`src/rtl/arith_pkg.sv`:
```
// Shared definitions for the 64-bit arithmetic set.
//   ARITH_WIDTH / ARITH_SLICE : default operand width and bits handled per cycle
//   sub_state_t               : sequential subtractor control states
//   slice_cnt_w()             : width of a counter that indexes WIDTH/SLICE slices
package arith_pkg;

   localparam int ARITH_WIDTH = 64;
   localparam int ARITH_SLICE = 4;

   typedef enum logic [1:0] {
      SUB_IDLE = 2'd0,
      SUB_RUN  = 2'd1,
      SUB_DONE = 2'd2
   } sub_state_t;

   // A single-slice configuration still needs a 1-bit counter.
   function automatic int slice_cnt_w(input int width, input int slice);
      int n;
      n = width / slice;
      return (n > 1) ? $clog2(n) : 1;
   endfunction

endpackage

```
`src/rtl/nibble_add4.sv`:
```
// Combinational SLICE-bit adder with carry in and carry out.
//   a, b : SLICE-bit addends
//   cin  : carry into bit 0
//   sum  : SLICE-bit sum
//   cout : carry out of the top bit
module nibble_add4 #(
   parameter int SLICE = 4
) (
   input  logic [SLICE-1:0] a,
   input  logic [SLICE-1:0] b,
   input  logic             cin,
   output logic [SLICE-1:0] sum,
   output logic             cout
);

   assign {cout, sum} = {1'b0, a} + {1'b0, b} + {{SLICE{1'b0}}, cin};

endmodule

```
`src/rtl/seq_subtractor_64.sv`:
```
// Multi-cycle subtractor: diff = a - b - borrow_in, one SLICE-bit slice per
// clock, least significant slice first, via a + ~b + ~borrow_in.
//   clk, rst              : clock, asynchronous active-high reset
//   in_valid / in_ready   : operand handshake (in_ready high only in IDLE)
//   a, b, borrow_in       : minuend, subtrahend, borrow into the LSB
//   out_valid / out_ready : result handshake (out_valid high only in DONE)
//   diff                  : a - b - borrow_in mod 2^WIDTH
//   borrow_out            : unsigned a < b + borrow_in
//   ovf                   : signed overflow
//   zero                  : diff == 0
module seq_subtractor_64
   import arith_pkg::*;
#(
   parameter int WIDTH = ARITH_WIDTH,
   parameter int SLICE = ARITH_SLICE
) (
   input  logic             clk,
   input  logic             rst,
   input  logic             in_valid,
   output logic             in_ready,
   input  logic [WIDTH-1:0] a,
   input  logic [WIDTH-1:0] b,
   input  logic             borrow_in,
   output logic             out_valid,
   input  logic             out_ready,
   output logic [WIDTH-1:0] diff,
   output logic             borrow_out,
   output logic             ovf,
   output logic             zero
);

   localparam int NSLICE = WIDTH / SLICE;
   localparam int CW     = slice_cnt_w(WIDTH, SLICE);
   localparam logic [CW-1:0] LAST = CW'(NSLICE - 1);

   sub_state_t state, state_next;

   // Working operands shift right one slice per RUN cycle so the adder
   // always sees the current slice in the low bits.
   logic [WIDTH-1:0] a_work;
   logic [WIDTH-1:0] nb_work;
   logic             carry;
   logic [CW-1:0]    cnt;
   logic             a_msb;
   logic             b_msb;

   logic [SLICE-1:0] sum;
   logic             c_out;
   logic [WIDTH-1:0] diff_next;
   logic             last;

   nibble_add4 #(.SLICE(SLICE)) u_add (
      .a   (a_work[SLICE-1:0]),
      .b   (nb_work[SLICE-1:0]),
      .cin (carry),
      .sum (sum),
      .cout(c_out)
   );

   assign in_ready  = (state == SUB_IDLE);
   assign out_valid = (state == SUB_DONE);
   assign last      = (cnt == LAST);

   // diff with the current slice filled in; used so zero sees the final slice.
   always_comb begin
      diff_next = diff;
      diff_next[cnt*SLICE +: SLICE] = sum;
   end

   always_ff @(posedge clk or posedge rst) begin
      if (rst) state <= SUB_IDLE;
      else     state <= state_next;
   end

   always_comb begin
      state_next = state;
      case (state)
         SUB_IDLE: if (in_valid)  state_next = SUB_RUN;
         SUB_RUN:  if (last)      state_next = SUB_DONE;
         SUB_DONE: if (out_ready) state_next = SUB_IDLE;
         default:                 state_next = SUB_IDLE;
      endcase
   end

   always_ff @(posedge clk or posedge rst) begin
      if (rst) begin
         a_work     <= '0;
         nb_work    <= '0;
         carry      <= 1'b0;
         cnt        <= '0;
         a_msb      <= 1'b0;
         b_msb      <= 1'b0;
         diff       <= '0;
         borrow_out <= 1'b0;
         ovf        <= 1'b0;
         zero       <= 1'b0;
      end else begin
         case (state)
            SUB_IDLE: begin
               if (in_valid) begin
                  a_work     <= a;
                  nb_work    <= ~b;
                  carry      <= ~borrow_in;
                  cnt        <= '0;
                  diff       <= '0;
                  a_msb      <= a[WIDTH-1];
                  b_msb      <= b[WIDTH-1];
                  borrow_out <= 1'b0;
                  ovf        <= 1'b0;
                  zero       <= 1'b0;
               end
            end
            SUB_RUN: begin
               a_work  <= a_work >> SLICE;
               nb_work <= nb_work >> SLICE;
               carry   <= c_out;
               cnt     <= cnt + 1'b1;
               diff    <= diff_next;
               if (last) begin
                  // No carry out of the MSB in a + ~b + ~bin means a borrow.
                  borrow_out <= ~c_out;
                  ovf        <= (a_msb != b_msb) && (sum[SLICE-1] != a_msb);
                  zero       <= (diff_next == '0);
               end
            end
            default: ;
         endcase
      end
   end

endmodule

```
`config.mk`:
```
export PLATFORM = sky130hd
export DESIGN_NAME = seq_subtractor_64
export DESIGN_NICKNAME = d
export VERILOG_FILES = /design/src/rtl/arith_pkg.sv /design/src/rtl/nibble_add4.sv /design/src/rtl/seq_subtractor_64.sv
export SDC_FILE = /design/constraint.sdc
export NUM_CORES = 1
export LEC_CHECK = 0
export BUFFER_PORTS_ARGS = -buffer_cell sky130_fd_sc_hd__buf_2
export CAP_MARGIN = 20
export CORE_ASPECT_RATIO = 0.5
export CORE_UTILIZATION = 50
export CTS_CLUSTER_DIAMETER = 60
export CTS_CLUSTER_SIZE = 8
export DETAILED_ROUTE_END_ITERATION = 10
export PLACE_DENSITY = 0.76
export SLEW_MARGIN = 20
export SYNTH_ARGS = -nofsm -noshare
export SYNTH_HDL_FRONTEND = slang
export SYNTH_SLANG_ARGS = --single-unit
```
`constraint.sdc`:
```
create_clock -name clk -period 13.85 [get_ports clk]
set_input_delay 2.77 -clock clk [delete_from_list [all_inputs] [get_ports clk]]
set_output_delay 2.77 -clock clk [all_outputs]
set_load 0.05 [all_outputs]
```
==> flow_summary.yaml, run 1 <==
floorplanning:
  ios: 202
  die_w_um: 198.2
  coreArea_um2: 18610
  start_util_pct: 51.68
  die_area_um2: 19830
  rows: 35
  die_y_um: 100.1
routing:
  wire_per_inst_um: 16.61
  viasPerCell: 5.654
  drt_wl_total_um: 25380
  drt-pass1-iter-count: 6
  drt_iter0_drc: 615
  vias: 8639
  drc: 0
  drt.antenna.violating_nets: 0
timing:
  finalCritPeriodShare_pct: 30.94
  finalClockSkew_ps: 12.75
  drv_slew: 0
  finalSetupTns_ps: 0
  min_period_ps: 4285
  max-slew-margin-rel_pct: 34.43
  clock.fmax_mhz: 233.4
  finalSetupViolCount: 0
  setup_ws_ps: 9565
  worst_slew_pin_slew_ps: 983.5
  rsz0062_at_grt: "no"
  finalHoldViolations: 0
logic_synthesis:
  ys_types: 61
  synthArstFlopShare_pct: 100.0
  synth_edf_count: 0
  ys.flop_type: "dfrtp_1"
  yosys_warnings: 0
  syn_inst: 1100
  ys_ff_latch: 204
  syn_nets: 1241
  seq_area_frac_synth_pct: 53.07
  postSynthAreaPerCell_um2: 8.745
  synth_area_um2: 9619
global_route:
  grt_max_degree: 129
  grt_pass1_vias: 8172
  overflow: 0
  grt_pass1_wl_um: 41410
  grt_usage_pct: 25.90
  antenna_found_initial: 0
layout:
  layout_common_cells: "nand2_1 (239), dfrtp_1 (204), buf_2 (201)"
  layout_commonest_cell: "nand2_1"
  drive_gt1_share_pct: 20.57
  diodes: 0
  fin_nets: 1410
  fill_cells: 1603
  syn_to_final_growth_pct: 20.01
clocking:
  clkTransAtPathRegs_ps: 50
  cts_hold_buffers: 0
  ctsResizeCount: 0
  root_buffer: "clkbuf_16"
  cts_setup_buffers: 0
  max-clock-path-buffers: 3
  cts_tree: "built"
  cts-buffers-inserted: 29
  clk_latency_ps: 530
  h-tree-depth: 1
  cts_sinks: 204
critical_path:
  slowest_stage: "dfrtp_1"
  crit_family: "flip-flops"
  rrSetupSlack_ps: 9710
  critPathMaxFanout: 6
  critical_path.max_stage_delay_ps: 490
  worstPathRequired_ps: 11080
  startpoint_type: "register"
  end_kind: "primary output"
  crit_arrival_ps: 1520
  worst-path-buf-inv: 1
  crit_chain: "nor2_1 > buf_2"
  worstSetupPathType: "register to primary output"
power:
  power.leakage_nw: 5.557
  p_total_mw: 3.236
  power.density_nw_per_um2: 280.3
  ir_worst_vdd_mv: 0.1363
hold_path:
  hp-class: "register to register"
job:
  cap_viol_max_count: 0
placed_design:
  dp_slack_ps: 8847
  dp_hpwl_um: 17370
  globalplace.congestion: 0.9837
  io_buffers: 201
run_status:
  status: "finished, final reports clean"
## registers in the layout, summed over array words and instances (netlist names)
signal      flops
cnt             4
borrow_out      1
zero            1
b_msb           1
ovf             1
carry           1
state           2
diff           64
nb_work        64
a_msb           1
a_work         64
## synth_stat cells, types with 3 or more instances
| library cell | instances | area [um2] |
|---|---|---|
| o211ai_1 | 4 | 30.03 |
| nand2_1 | 239 | 897.1 |
| nand3_1 | 9 | 45.04 |
| xnor2_1 | 4 | 35.03 |
| nand2b_1 | 8 | 50.05 |
| nand4_1 | 4 | 25.02 |
| or3_1 | 3 | 18.77 |
| a32o_1 | 6 | 60.06 |
| xor2_1 | 3 | 26.28 |
| nor2b_1 | 5 | 31.28 |
| dfrtp_1 | 204 | 5105 |
| nor3_1 | 13 | 65.06 |
| ha_1 | 6 | 75.07 |
| o31ai_1 | 4 | 30.03 |
| and2_1 | 4 | 25.02 |
| nor3b_1 | 3 | 22.52 |
| o22ai_1 | 6 | 37.54 |
| buf_1 | 12 | 45.04 |
| a21oi_1 | 64 | 320.3 |
| clkbuf_1 | 54 | 202.7 |
| or2_2 | 4 | 25.02 |
| nor4_1 | 6 | 37.54 |
| a31oi_1 | 61 | 381.6 |
| a22o_1 | 41 | 359.1 |
| nor2_1 | 155 | 581.8 |
| inv_1 | 17 | 63.81 |
| o21ai_0 | 118 | 590.6 |
## layer usage
| layer | share of wire [%] | GRT usage, % | wire (um) |
|---|---|---|---|
| met1 | 46 | 36.68 | 11610 |
| met2 | 47 | 42.73 | 12050 |
| met3 | 5.5 | 3.763 | 1407 |
| met4 | 1.2 | 5.188 | 315 |
| met5 | 0 | 0 | 0 |
## power breakdown
group / switching [mW] / internal (mW)
Combinational: 1.10 / 0.491
Sequential: 0.178 / 0.849
Clock: 0.238 / 0.383
## worst register-to-register path: cells and delay by family (launching register included)
| family | cells | cell delay [ps] |
|---|---|---|
| compound gates | 3 | 900 |
| buf+inv | 1 | 190 |
| simple gates | 4 | 1520 |
| flops | 1 | 780 |
| fa+ha+maj | 1 | 680 |
## path summary, 6_finish.rpt
kind / startpoint / endpoint / cells past startpoint
min: nb_work[13] / nb_work[13] / 2
max reg2reg: cnt[0] / zero / 9
min in group asynchronous: rst / diff[5] / 2
max: state[1] / in_ready / 2
min reg2reg: nb_work[13] / nb_work[13] / 2
max in group asynchronous: rst / diff[41] / 3
## stage by stage
step	std cells	hold WS (ps)	instance area (um2)	util [%]
after detailed placement	1496	470.0	10750	57.75
after CTS	1527	481.1	11510	61.86
after global routing	1528	506.9	11540	62.02
after floorplan	1100	450.2	9619	-
final	1528	474.4	11540	62.02
after global placement	1496	461.2	10750	57.75
## kinds of logic (layout without fill, tap and decap cells)
| logic type | Yosys count | after routing | synth area share (%) |
|---|---|---|---|
| compound gates | 326 | 326 | 21.06 |
| xor+xnor | 8 | 8 | 0.8065 |
| fa+ha+maj | 8 | 8 | 1.197 |
| buf+inv | 88 | 257 | 3.590 |
| flops | 204 | 204 | 53.07 |
| mux | 3 | 3 | 0.3382 |
| simple gates | 463 | 463 | 19.94 |
## final cells by class
cell class              count  area [um2]  share of cell area, %
inverters                  17       71.32                 0.6178
flip-flops and latches    204        5105                  44.22
multi-input cells         808        4189                  36.29
well taps                 259       324.1                  2.807
repair buffers            209        1090                  9.441
clock buffers              29       725.7                  6.287
clock inverters             2       38.79                 0.3360
(Power assumes the default switching activity.)
==> run 2: changes to the inputs <==
ABC_AREA = 1   (was not set)
PLACE_DENSITY = 0.75   (was 0.76)
clock period = 4.2 ns   (was 13.85 ns; I/O delays follow)
==> flow_summary.yaml, run 2 <==
clocking:
  root_buffer: "clkbuf_16"
  h-tree-depth: 1
  cts_tree: "built"
  clkTransAtPathRegs_ps: 50
  cts_hold_buffers: 0
  cts-buffers-inserted: 29
  ctsResizeCount: 0
  cts_sinks: 204
  max-clock-path-buffers: 3
  clk_latency_ps: 560
  cts_setup_buffers: 0
power:
  ir_worst_vdd_mv: 0.4641
  power.density_nw_per_um2: 940.2
  power.leakage_nw: 6.222
global_route:
  grt_pass1_vias: 8695
  antenna_found_initial: 1
  grt_pass1_wl_um: 46000
  grt_max_degree: 134
  overflow: 0
  grt_usage_pct: 27.12
routing:
  dr.max_layer_used: "met4"
  viasPerCell: 5.416
  wl_met2_um: 12810
  wire_per_inst_um: 16.52
  drt_iter0_drc: 753
  vias: 9293
  drc: 0
  drt-pass1-iter-count: 6
  wl_met1_um: 13350
  drt_wl_total_um: 28340
  drt.antenna.violating_nets: 0
  routed-wl-met3_um: 1639
logic_synthesis:
  seq_area_frac_synth_pct: 49.47
  synth_edf_count: 0
  synth_area_um2: 10320
  ys_types: 39
  synth_top_area_share_pct: 49.47
  ys.flop_type: "dfrtp_1"
  syn_inst: 1284
  syn_nets: 1425
  postSynthAreaPerCell_um2: 8.036
  yosys.area.top_type: "dfrtp_1"
  yosys_warnings: 0
  post-synth-top-count-cell: "nand2_1"
  synthArstFlopShare_pct: 100.0
  ys_top_cells_by_count: "nand2_1 (379), o21ai_0 (212), dfrtp_1 (204), inv_1 (110), nor2_1 (61)"
  synth_area_leaders: "dfrtp_1 (49%), nand2_1 (14%), o21ai_0 (10%)"
  ys_ff_latch: 204
floorplanning:
  rows: 36
  die_w_um: 205.2
  ios: 202
  start_util_pct: 52.06
  die_area_um2: 21250
  coreArea_um2: 19820
  die_y_um: 103.6
placed_design:
  globalplace.congestion: 0.9110
  io_buffers: 201
  dp_hpwl_um: 19580
  dp.cells: 1685
critical_path:
  worstPathRequired_ps: 4690
  critical_path.max_stage_delay_ps: 730
  critPathMaxFanout: 15
  crit_arrival_ps: 3990
  crit_family: "simple AND/OR/NAND/NOR gates"
  slowest_stage: "dfrtp_1"
  crit_path_frequent_cell: "nand2_1"
  crit_chain: "nor2_1 > ha_1 > inv_1 > nand2_1 > nor2_4 > nand2_2 > nand2_1 > nand2_1 > nor2_1 > nand2_1 > nor2_1 > nand2_1 > nor2_1 > nand3_1 > nand2_1"
  startpoint_type: "register"
  rrSetupSlack_ps: 700
  worst-path-buf-inv: 1
  worstSetupPathType: "register to register"
  end_kind: "register"
timing:
  whs_ps: 200.5
  worst_slew_pin_slew_ps: 1085
  clock.fmax_mhz: 285.5
  finalCritPeriodShare_pct: 83.38
  finalSetupViolCount: 0
  finalSetupTns_ps: 0
  finalClockSkew_ps: 19.62
  drv_slew: 0
  finalHoldViolations: 0
  rsz0062_at_grt: "no"
  max-slew-margin-rel_pct: 27.67
  min_period_ps: 3502
run_status:
  status: "finished, final reports clean"
job:
  cap_viol_max_count: 0
layout:
  syn_to_final_growth_pct: 18.56
  layout_common_cells: "nand2_1 (378), o21ai_0 (212), dfrtp_1 (204)"
  final_cells: 1716
  top_regs: "a_work x64, diff x64, nb_work x64"
  fin_nets: 1591
  layout_commonest_cell: "nand2_1"
  diodes: 0
  drive_gt1_share_pct: 19.52
  utilization_pct: 61.73
hold_path:
  hp-class: "input port to async pin"
==> run 2: changes by cell type after synthesis, moves of 9 or more <==
cell	previous run	this run
o211ai_1	4	58
nor2_1	155	61
o22ai_1	6	23
nor3_1	13	2
o21ai_0	118	212
inv_1	17	110
a21oi_1	64	7
nand3_1	9	52
nand2_1	239	379
buf_2	2	11
a31oi_1	61	0
==> run 2: per-layer routing <==
metal | track usage, % | vias up
met5 | 0 | -
met4 | 6.349 | 0
met3 | 5.318 | 45
met2 | 41.12 | 283
met1 | 39.98 | 4382
li1 | - | 4583
==> run 2: kinds of logic after synthesis <==
| family | synth area share [%] |
|---|---|
| AOI/OAI and AO/OA | 19.95 |
| xor gates and xnor gates | 0.1698 |
| adders and majority gates | 1.116 |
| buffers and inverters | 7.288 |
| DFF | 49.47 |
| and+or+nand+nor | 22.01 |
==> run 2: report_power, final <==
part / total (mW) / internal (mW) / switching, mW
sequential: 3.37 / 2.88 / 0.489
clock: 2.09 / 1.27 / 0.823
combinational: 6.04 / 1.71 / 4.34
total: 11.5 / 5.86 / 5.65
==> run 2: worst paths after layout <==
kind / from / endpoint / cells past startpoint
max: cnt[0] / zero / 15
min: rst / state[1] / 2
max reg2reg: cnt[0] / zero / 15
min reg2reg: nb_work[29] / nb_work[29] / 2
max in group asynchronous: rst / a_work[34] / 3
min in group clk: nb_work[29] / nb_work[29] / 2
==> run 2: final cells by class <==
cell class              instances  area, um2
clock buffers                  29      725.7
multi-input cells             887       4477
inverters                     117      450.4
flip-flops and latches        204       5105
fillers                      1767       7585
repair buffers                211       1094
clock inverters                 2      50.05
well taps                     266      332.8
==> run 2: metrics by stage <==
step	setup slack, ps	total power [mW]	area [um2]
3_5_place_dp	758.0	9.355	11460
3_3_place_gp	873.3	9.234	11460
4_1_cts	747.7	11.52	12230
6_report	698.0	11.50	12230
2_1_floorplan	715.7	7.870	10320
5_1_grt	334.0	12.43	12230
